<file path="src/rtl/nand_gate_test_sequencer.sv">
// Exhaustive truth-table sequencer for a 2-input NAND under test: drives a/b, waits a settle
// delay, samples f and accumulates mismatch count, first failing vector and a pass flag.
module nand_gate_test_sequencer #(
  parameter int unsigned SETTLE = 4,
  parameter int unsigned PASSES = 2
) (
  input  logic       clk,
  input  logic       rst,
  input  logic       start,
  input  logic       f,
  output logic       a,
  output logic       b,
  output logic       busy,
  output logic       done,
  output logic       pass,
  output logic [2:0] err_count,
  output logic [1:0] fail_vec
);

  typedef enum logic [2:0] {StIdle, StApply, StSettle, StCheck, StDone} state_e;

  state_e      state_q, state_d;
  logic [1:0]  vec_q, vec_d;
  logic [3:0]  pcnt_q, pcnt_d;
  logic [7:0]  scnt_q, scnt_d;
  logic        a_q, a_d, b_q, b_d;
  logic        pass_q, pass_d;
  logic [2:0]  err_q, err_d;
  logic [1:0]  fvec_q, fvec_d;
  logic        mismatch;

  // Case inequality so an undriven or X output from the gate counts as a failure.
  assign mismatch = (f !== ~(a_q & b_q));

  always_ff @(posedge clk or posedge rst) begin
    if (rst) begin
      state_q <= StIdle;
      vec_q   <= 2'b00;
      pcnt_q  <= 4'd0;
      scnt_q  <= 8'd0;
      a_q     <= 1'b0;
      b_q     <= 1'b0;
      pass_q  <= 1'b0;
      err_q   <= 3'd0;
      fvec_q  <= 2'b00;
    end else begin
      state_q <= state_d;
      vec_q   <= vec_d;
      pcnt_q  <= pcnt_d;
      scnt_q  <= scnt_d;
      a_q     <= a_d;
      b_q     <= b_d;
      pass_q  <= pass_d;
      err_q   <= err_d;
      fvec_q  <= fvec_d;
    end
  end

  always_comb begin
    state_d = state_q;
    vec_d   = vec_q;
    pcnt_d  = pcnt_q;
    scnt_d  = scnt_q;
    a_d     = a_q;
    b_d     = b_q;
    pass_d  = pass_q;
    err_d   = err_q;
    fvec_d  = fvec_q;
    unique case (state_q)
      StIdle: begin
        a_d = 1'b0;
        b_d = 1'b0;
        if (start) begin
          state_d = StApply;
          err_d   = 3'd0;
          fvec_d  = 2'b00;
          pass_d  = 1'b0;
          vec_d   = 2'b00;
          pcnt_d  = 4'd0;
        end
      end
      StApply: begin
        state_d = StSettle;
        scnt_d  = 8'(SETTLE);
      end
      StSettle: begin
        if (scnt_q <= 8'd1) begin
          state_d = StCheck;
        end
        scnt_d = scnt_q - 8'd1;
      end
      StCheck: begin
        if (mismatch) begin
          if (err_q != 3'd7) begin
            err_d = err_q + 3'd1;
          end
          if (err_q == 3'd0) begin
            fvec_d = {a_q, b_q};
          end
        end
        // a/b are loaded on the edge entering APPLY so they hold steady until the next one.
        if (vec_q != 2'b11) begin
          vec_d      = vec_q + 2'd1;
          {a_d, b_d} = vec_q + 2'd1;
          state_d    = StApply;
        end else if (pcnt_q != 4'(PASSES - 1)) begin
          vec_d      = 2'b00;
          {a_d, b_d} = 2'b00;
          pcnt_d     = pcnt_q + 4'd1;
          state_d    = StApply;
        end else begin
          state_d = StDone;
        end
      end
      StDone: begin
        pass_d  = (err_q == 3'd0);
        a_d     = 1'b0;
        b_d     = 1'b0;
        state_d = StIdle;
      end
      default: state_d = StIdle;
    endcase
  end

  assign a         = a_q;
  assign b         = b_q;
  assign busy      = (state_q != StIdle);
  assign done      = (state_q == StDone);
  assign pass      = pass_q;
  assign err_count = err_q;
  assign fail_vec  = fvec_q;

endmodule

</file>
<file path="config.mk">
export PLATFORM = sky130hd
export DESIGN_NAME = nand_gate_test_sequencer
export DESIGN_NICKNAME = d
export VERILOG_FILES = /design/src/rtl/nand_gate_test_sequencer.sv
export SDC_FILE = /design/constraint.sdc
export NUM_CORES = 1
export LEC_CHECK = 0
export CORE_UTILIZATION = 28
export DETAILED_ROUTE_END_ITERATION = 7
export GPL_TIMING_DRIVEN = 1
export SYNTH_ARGS = -nofsm -noshare
export SYNTH_HDL_FRONTEND = slang
export SYNTH_SLANG_ARGS = --single-unit
</file>
<file path="constraint.sdc">
create_clock -name clk -period 1.6 [get_ports clk]
set_input_delay 0.32 -clock clk [delete_from_list [all_inputs] [get_ports clk]]
set_output_delay 0.32 -clock clk [all_outputs]
set_load 0.005 [all_outputs]
</file>
* Yosys cells after proc, flatten, opt, wreduce, memory -nomap -nowiden
Cells that the tools add are included.
** Word-level totals
- Register bits after elaboration :: 25
- Latch bits :: 0
- RAM bits :: 0
- ROM bits :: 0
- Input port bits :: 4
- Output and inout bits :: 10
- Word-level logic and storage cells :: 75
- Memories :: 0
** Cells by class
- Add/subtract/negate cells :: 4
- Multiply operators :: 0
- Div/mod/pow operators :: 0
- Order comparisons :: 1
- Eq/ne operators :: 16
- Shift-type cells :: 0
- Multiplexer cells :: 28
- Bitwise gates (word level) :: 2
- Reduce and logical (&&, ||, !) cells :: 15
** Operators with widths (number)
- $mux W3 :: 7
- $ne A2 B2 Y1 const B :: 8
- $pmux W8 S2 :: 1
- $mux W4 :: 3
- $pmux W3 S4 :: 1
- $reduce_and A4 Y1 :: 3
- $mux W2 :: 5
- $le A8 B1 Y1 const B :: 1
- $pmux W2 S2 :: 2
- $pmux W4 S2 :: 1
- $reduce_bool A2 Y1 :: 4
- $sub A8 B1 Y8 const B :: 1
- $eq A3 B2 Y1 const B :: 2
- $logic_not A3 Y1 :: 2
- $ne A3 B3 Y1 const B :: 2
- $pmux W1 S2 :: 3
- $pmux W3 S2 :: 1
- $reduce_and A2 Y1 :: 3
- $add A4 B1 Y4 const B :: 1
- $mux W1 :: 4
- $ne A4 B1 Y1 const B :: 1
- $add A3 B1 Y3 const B :: 1
- $eq A3 B1 Y1 const B :: 1
- $eq A3 B3 Y1 const B :: 1
- other kinds (7) :: 7

* Depth between registers and ports, before layout
Gate-level depths: netlist (run 1).
- Word-level depth :: 5
- Mapped depth :: 5
- Depth with buffers taken out :: 5

* Least setup slack after synthesis (run 1)
OpenSTA, ideal clock, no wires.
- Kind :: flip-flop to flip-flop
- From :: register pcnt_q[1]
- To :: register pcnt_q[0]
- Library setup time :: 0.121 ns
- Data arrival time :: 1.419 ns
- Required time :: 1.479 ns
- Setup slack :: 0.060 ns
- Cell stages (with the launch flop) :: 6
- Buffers on the path :: 0
- Clock period less this slack :: 1.540 ns
- Path through :: dfrtp_1 inv_1 ha_1 or3b_2 and3_1 o22a_1
** Between the ends
- Longest elaborated chain between the ends :: 3
** Ends and longest elaborated chain
- from (decl) :: RTL line 24 : logic [3:0] pcnt_q, pcnt_d;
- from (signal assigned) :: RTL line 49 : pcnt_q <= pcnt_d;
- $ne A4 B1 Y1 :: RTL line 106 : end else if (pcnt_q != 4'(PASSES - 1)) begin
- $ne A2 B2 Y1 (no source line)
- $reduce_and A4 Y1 (no source line)
No other way between the ends.
A chain may end at the register's enable or synchronous reset.

* Worst setup path after layout (run 1)
- From :: register state_q[0]
- To :: register pcnt_q[1]
** Between the ends
- Longest elaborated chain between the ends :: 3
- Elaborated cells on any way between the ends :: 8
- Those cells by class :: 4 x eq/ne; 1 x mux; 3 x reduce/logical
** Ends and longest elaborated chain
- from (decl) :: RTL line 22 : state_e state_q, state_d;
- from (signal assigned) :: RTL line 37 : state_q <= StIdle;
- from (signal assigned) :: RTL line 47 : state_q <= state_d;
- $eq A3 B2 Y1 or $logic_not A3 Y1 (tied branches) :: RTL line 69 : unique case (state_q)
- $ne A2 B2 Y1 (no source line) or $reduce_bool A2 Y1 (tied branches)
- $reduce_and A4 Y1 (no source line)
Parallel ways exist; a longest one is shown, timed or not.

==> results of run 1 <==
[registers in the layout, indices dropped and copies added (netlist names), 2 cells and up]
| name | flops |
|---|---|
| pcnt_q | 4 |
| fail_vec | 2 |
| scnt_q | 8 |
| state_q | 3 |
| err_count | 3 |
| vec_q | 2 |
[report_power, final]
group / internal [W] / switching, W / total, W
Sequential: 0.000682 / 0.0000529 / 0.000735
Combinational: 0.000149 / 0.000107 / 0.000257
Clock: 0.000178 / 0.000184 / 0.000362
Total: 0.00101 / 0.000344 / 0.00135
[final cells by class]
class	instances	area share [%]
clock buffers	4	2.57
multi-input cells	91	39.8
flip-flops and latches	25	35.7
repair buffers	31	14.8
well taps	67	4.78
inverters	11	2.36
[path summary, 6_finish.rpt]
| check | to | start | cells after the start |
|---|---|---|---|
| max | pcnt_q[1] | state_q[0] | 5 |
| min | state_q[2] | rst | 3 |
| max reg2reg | pcnt_q[1] | state_q[0] | 5 |
| min reg2reg | vec_q[1] | vec_q[1] | 1 |
| max in group asynchronous | state_q[0] | rst | 3 |
| min in group clk | vec_q[1] | vec_q[1] | 1 |
[per-stage QoR]
stage	worst slack, ns	area, um2
global route	-0.00526	1750
floorplan	0.0597	1380
finish	0.0458	1750
CTS	-0.0961	1730
detailed placement	-0.162	1660
global placement	-0.0950	1660
[per-layer routing]
metal,global-route usage (%),wire length [um]
met2,22.4,1560
met1,14.1,1190
met4,1.31,0
met5,0,0
met3,3.33,85
[cells in the mapped netlist, drive strengths merged (3+ instances only)]
library cell / number
nand4: 3
dfrtp: 25
mux2i: 8
and3: 3
a31o: 3
inv: 11
nor3b: 3
o21ai: 3
a21oi: 3
buf: 5
nor3: 3
nand2: 15
a31oi: 3
nor2: 4
ha: 8
[critical path, stage by stage, from the launching register on]
cell and delay [ns]:
dfrtp_1 0.41, buf_6 0.13, buf_4 0.13, or4b_4 0.58
nand2_1 0.11, mux2i_1 0.07
[timing repair]
action	4_1_cts	5_1_grt
setup buffers	1	2
pin swaps	0	3
endpoints found under the setup margin	9	14
cloned	0	0
gates resized for setup	6	9
[cells by family after synthesis]
family,Yosys count,share of synthesized area [%]
DFF,25,45.3
buffers and inverters,16,6.16
and+or+nand+nor,44,18.7
adders and majority gates,8,7.25
xor gates and xnor gates,3,1.90
muxes,8,5.80
AOI/OAI and AO/OA,28,14.9
==> out/metrics.yaml, run 1 <==
die_h_um: 72.2
worstMarginPinSlew_ns: 0.458
period_needed_ns: 1.55
grt-ovfl-total: 0
grt_pass1_wl_um: 5010
dp.cells: 222
worstPathArrival_ns: 1.71
rrSetupSlack_ns: 0.05
tritoncts: "built"
yosysTopAreaCellShare_pct: 45.3
seq_area_um2: 626
n_antenna_cell: 0
hpwl_um: 2140
grt_max_degree: 26
hold_buffers: 0
critPathKind: "reg2reg"
fill_cells: 474
ys_async_sr_fraction_pct: 100
die_x_um: 72.2
cts_made_buffers: 3
cts_root_buffer: "clkbuf_8"
vias: 1081
ir_drop_mv: 0.408
final-setup-viol-count: 0
wl_per_cell_um: 12.3
yosys_warnings: 0
drcViolationCount: 0
holdWs_ns: 0.425
initial_utilization_pct: 29.2
viasPerCell: 4.72
p_per_area_mw_per_mm2: 772
drt-initial-drc-count: 40
final_util_pct: 37.1
max_cap_viol_count: 0
fin_skew_ns: 0.00155
first_global_vias: 1127
mostFrequentLayoutCells: "25 x dfrtp_1, 17 x buf_4, 13 x nand2_1"
instances_no_fill: 229
clk_latency_ns: 0.26
fmax_ghz: 0.643
setup_tns_ns: 0
syn_inst: 132
cts_sinks: 25
grtUsageTotal_pct: 12.0
status: "completed"
holdCritPathClass: "in2async"
syn_avg_cell_area_um2: 10.5
postRouteAntennaNets: 0
ys_types: 43
grt_antenna_before_repair: 0
coreArea_mm2: 0.00472
layout.nets: 175
post-route-period-util_pct: 97.1
pin_count: 14
drive_above_1_share_pct: 24.1
synth_seq_area_share_pct: 45.3
path_max_fanout: 8
final_common_cell: "dfrtp_1"
portBuffers: 13
syn_to_final_growth_pct: 26.9
num_rows: 25
ys.flop_type: "dfrtp_1"
gp_congestion: 0.802
dr.pass1.iters: 4
critPathCaptureType: "flip-flop"
max_slew_margin_pct: 69.2
path_clk_slew_ns: 0.08
total_power_w: 0.00135
htreeDepth: 1
crit_required_ns: 1.75
cts_buffer_depth: 2
power_leakage_nw: 0.855
drt-total-wl_um: 2830
syn-cell-area_mm2: 0.00138
multiInputGateArea_um2: 698
maxSlewViolCount: 0
startpoint_type: "flip-flop"
synth_fp_nets: 144
synthTopCellsByArea: "dfrtp_1 45%, ha_1 7.2%, mux2i_1 5.8%"
ys_seq_elements: 25
synth_edf_count: 0
synth_area_leader_cell: "dfrtp_1"
dieArea_mm2: 0.00522
hold_violations: 0
(Power assumes the default switching activity.)
==> run 2: changes to the inputs <==
--- a/config.mk
+++ b/config.mk
@@ -7,2 +7,3 @@
 export LEC_CHECK = 0
+export CORE_MARGIN = 10
 export CORE_UTILIZATION = 28
--- a/constraint.sdc
+++ b/constraint.sdc
@@ -3,2 +3,2 @@
 set_output_delay 0.32 -clock clk [all_outputs]
-set_load 0.005 [all_outputs]
+set_load 0.01 [all_outputs]
==> out/metrics.yaml, run 2 (same netlist as run 1, synthesis figures left out) <==
status: "completed"
met2_length_um: 1520
final_common_cell: "dfrtp_1"
regMostFlops: "scnt_q"
worst-path-buf-inv: 1
die_x_um: 90.2
rsz0062_at_grt: "false"
slowest_stage: "clkdlybuf4s50_1"
fin_skew_ns: 0.00297
holdCritPathClass: "in2async"
hpwl_um: 2190
drt-initial-drc-count: 98
top_regs: "scnt_q: 8 flops, pcnt_q: 4 flops"
final_util_pct: 37.7
instances_no_fill: 233
dieArea_mm2: 0.00814
vias: 1095
gp_congestion: 0.792
drcViolationCount: 0
cts_root_buffer: "clkbuf_8"
hold_buffers: 0
fill_cells: 470
die_h_um: 90.2
syn_to_final_growth_pct: 29.7
grt_pass1_wl_um: 5110
htreeDepth: 1
fmax_ghz: 0.648
met3_length_um: 75
wl_per_cell_um: 12.8
path_max_fanout: 4
grt_antenna_before_repair: 0
hold_violations: 0
cts_sinks: 25
crit_family: "buffers and inverters"
p_per_area_mw_per_mm2: 780
largest_reg_flops: 8
ir_drop_mv: 0.470
startpoint_type: "flip-flop"
routed.top_layer: "met4"
maxSlewViolCount: 0
cts_buffer_depth: 2
pin_count: 14
critical-path-max-stage-delay_ns: 0.56
drt-total-wl_um: 2970
holdWs_ns: 0.414
num_rows: 25
power_leakage_nw: 0.899
total_power_w: 0.00140
critPathCaptureType: "output port"
grtUsageTotal_pct: 7.09
path_clk_slew_ns: 0.08
dp.cells: 223
max_cap_viol_count: 0
critPathKind: "reg2out"
coreArea_mm2: 0.00475
period_needed_ns: 1.54
tritoncts: "built"
first_global_vias: 1132
clk_latency_ns: 0.26
initial_utilization_pct: 29.1
final-setup-viol-count: 0
cts_made_buffers: 3
drive_above_1_share_pct: 24.1
n_antenna_cell: 0
portBuffers: 13
crit_required_ns: 1.28
max_slew_margin_pct: 67.3
path_cells: "clkdlybuf4s50_1"
grt-ovfl-total: 0
grt_max_degree: 26
layout.nets: 179
dr.pass1.iters: 4
mostFrequentLayoutCells: "25 x dfrtp_1, 21 x buf_4, 15 x nand2_1"
viasPerCell: 4.70
worstPathArrival_ns: 1.22
worstMarginPinSlew_ns: 0.487
drt-met1-wl_um: 1370
post-route-period-util_pct: 96.4
postRouteAntennaNets: 0
-- run 2: cell types whose count changed in the layout (fill, tap and decap cells not counted), sizes merged --
cell           before  now
clkdlybuf4s50      11    8
buf                18   23
dlymetal6s2s        0    3
clkbuf              6    5
-- run 2: report_power, final --
| part | total, W | internal [W] | switching (W) | leakage, nW |
|---|---|---|---|---|
| Sequential | 0.000722 | 0.000682 | 0.0000404 | 0.305 |
| Clock | 0.000369 | 0.000178 | 0.000191 | 0.0228 |
| Combinational | 0.000306 | 0.000162 | 0.000144 | 0.571 |
-- run 2: through the flow --
| step | cell area (um2) | setup slack (ns) | TNS (ns) |
|---|---|---|---|
| floorplan | 1380 | 0.0597 | 0 |
| global placement | 1670 | -0.0608 | -0.321 |
| detailed placement | 1670 | -0.101 | -0.700 |
| CTS | 1730 | 0.00836 | 0 |
| global route | 1790 | 0.000571 | 0 |
| finish | 1790 | 0.0569 | 0 |
-- run 2: final timing paths --
kind                             from     endpoint  slack (ns)  cells after the start
hold reg to reg             scnt_q[7]    scnt_q[7]        0.48                      1
setup reg to reg           state_q[0]  fail_vec[1]        0.08                      5
max in group asynchronous         rst    pcnt_q[0]        0.94                      3
setup / recovery                    b            b        0.06                      1
min in group clk            scnt_q[7]    scnt_q[7]        0.48                      1
hold / removal                    rst   state_q[2]        0.41                      3
-- run 2: final cells by class --
type	instances	area [um2]	area share [%]
inverter	11	41.3	2.30
sequential	25	626	34.9
timing repair buffer	35	303	16.9
clock buffer	4	45.0	2.51
multi-input combinational	91	693	38.7
tap	67	83.8	4.68
-- run 2: repair_timing --
action | in CTS | in global routing
setup endpoints to repair | 2 | 14
gates resized for setup | 8 | 10
pin swaps | 0 | 1
setup buffers | 0 | 6
-- run 2: layer usage --
layer / track usage (%) / vias to the layer above
met5: 0 / -
met4: 0.133 / 0
met3: 2.16 / 3
met2: 13.1 / 14
met1: 8.25 / 530
li1: - / 548
==> run 3: changes to the inputs <==
CAP_MARGIN = 20   (was default)
CORE_MARGIN = 5   (was 10)
HOLD_SLACK_MARGIN = 0.03   (was default)
==> out/metrics.yaml, run 3 (same netlist as run 1, synthesis figures left out) <==
ir_drop_mv: 0.422
n_antenna_cell: 0
wl_per_cell_um: 12.7
crit_required_ns: 1.28
hold_violations: 0
grt-ovfl-total: 0
initial_utilization_pct: 29.1
post-route-period-util_pct: 96.9
cts_made_buffers: 3
top_regs: "scnt_q: 8 flops, pcnt_q: 4 flops"
maxSlewViolCount: 0
vias: 1091
period_needed_ns: 1.55
holdCritPathClass: "in2async"
r2r_cells: 6
fin_area_mm2: 0.00176
regMostFlops: "scnt_q"
grtUsageTotal_pct: 10.1
viasPerCell: 4.74
p_per_area_mw_per_mm2: 798
fill_cells: 489
postRouteAntennaNets: 0
pin_count: 14
cts_root_buffer: "clkbuf_8"
first_global_vias: 1185
syn_to_final_growth_pct: 27.6
max_cap_viol_count: 0
hold_buffers: 0
drive_above_1_share_pct: 23.3
critical-path-max-stage-delay_ns: 0.56
startpoint_type: "flip-flop"
seq_area_um2: 626
max_slew_margin_pct: 66.8
clk_latency_ns: 0.27
place_area_mm2: 0.00166
crit_family: "buffers and inverters"
largest_reg_flops: 8
dieArea_mm2: 0.00644
path_clk_slew_ns: 0.09
portBuffers: 13
r2r-start: "pcnt_q[1]"
hpwl_um: 2190
power_leakage_nw: 0.877
fmax_ghz: 0.645
path_cells: "clkdlybuf4s50_1"
mostFrequentLayoutCells: "25 x dfrtp_1, 19 x buf_4, 15 x nand2_1"
layout.nets: 176
multiInputGateArea_um2: 696
die_x_um: 80.2
worstPathArrival_ns: 1.23
drcViolationCount: 0
die_h_um: 80.2
rsz0062_at_grt: "false"
reg2reg_to: "pcnt_q[2]"
cts_buffer_depth: 2
coreArea_mm2: 0.00475
num_rows: 25
path_max_fanout: 4
slowest_stage: "clkdlybuf4s50_1"
final_common_cell: "dfrtp_1"
final-setup-viol-count: 0
grt_antenna_before_repair: 0
fin_skew_ns: 0.00961
drt-total-wl_um: 2930
status: "completed"
worst-path-buf-inv: 1
critPathCaptureType: "output port"
rrSetupSlack_ns: 0.08
gp_congestion: 0.830
grt_max_degree: 26
critPathKind: "reg2out"
worstMarginPinSlew_ns: 0.495
setup_tns_ns: 0
htreeDepth: 1
drt-initial-drc-count: 54
tritoncts: "built"
dr.pass1.iters: 6
cts_sinks: 25
grt_pass1_wl_um: 5270
==> run 3: layout make-up <==
class	instances	area share, %
inverters	11	2.34
repair buffers	32	15.4
clock buffers	4	2.56
well taps	67	4.76
multi-input cells	91	39.5
flip-flops and latches	25	35.5
==> run 3: worst max-delay path by stage <==
stage,startpoint,endpoint,slack [ns],depth (start not counted)
after floorplan,pcnt_q[1],pcnt_q[0],0.06,5
after global placement,start,pcnt_q[3],-0.1,4
after detailed placement,start,pcnt_q[2],-0.14,4
after CTS,state_q[0],busy,-0.03,2
after global routing,err_count[2],err_count[2],0.005,1
final,err_count[2],err_count[2],0.05,1
==> run 3: where the power goes <==
part	total [W]	switching, W	leakage (nW)	internal (W)
registers	0.000725	0.0000430	0.305	0.000682
clock network	0.000370	0.000192	0.0228	0.000178
logic	0.000312	0.000138	0.549	0.000174
==> run 3: stage by stage <==
step / worst slack (ns) / util, % / power [W] / hold slack, ns / instances
2_1_floorplan: 0.0597 / - / 0.000864 / 0.347 / 132
3_3_place_gp: -0.0992 / 35.0 / 0.00100 / 0.468 / 222
3_5_place_dp: -0.140 / 35.0 / 0.00102 / 0.487 / 222
4_1_cts: -0.0308 / 36.3 / 0.00140 / 0.417 / 227
5_1_grt: 0.00521 / 37.1 / 0.00150 / 0.441 / 230
6_report: 0.0500 / 37.1 / 0.00141 / 0.401 / 230
==> run 3: repair_timing <==
action / CTS / global route
resized for setup: 9 / 7
hold endpoints to repair: 0 / 0
pin swaps: 0 / 1
gates cloned: 0 / 0
buffers inserted: 1 / 3
endpoints found under the setup margin: 5 / 13
==> run 3: layer usage <==
layer / share of wire, % / track usage (%) / up-vias
met3: 3.6 / 2.69 / 0
met1: 43 / 11.3 / 539
met5: 0 / 0 / -
met4: 0 / 1.18 / 0
li1: - / - / 537
met2: 53 / 19.5 / 15
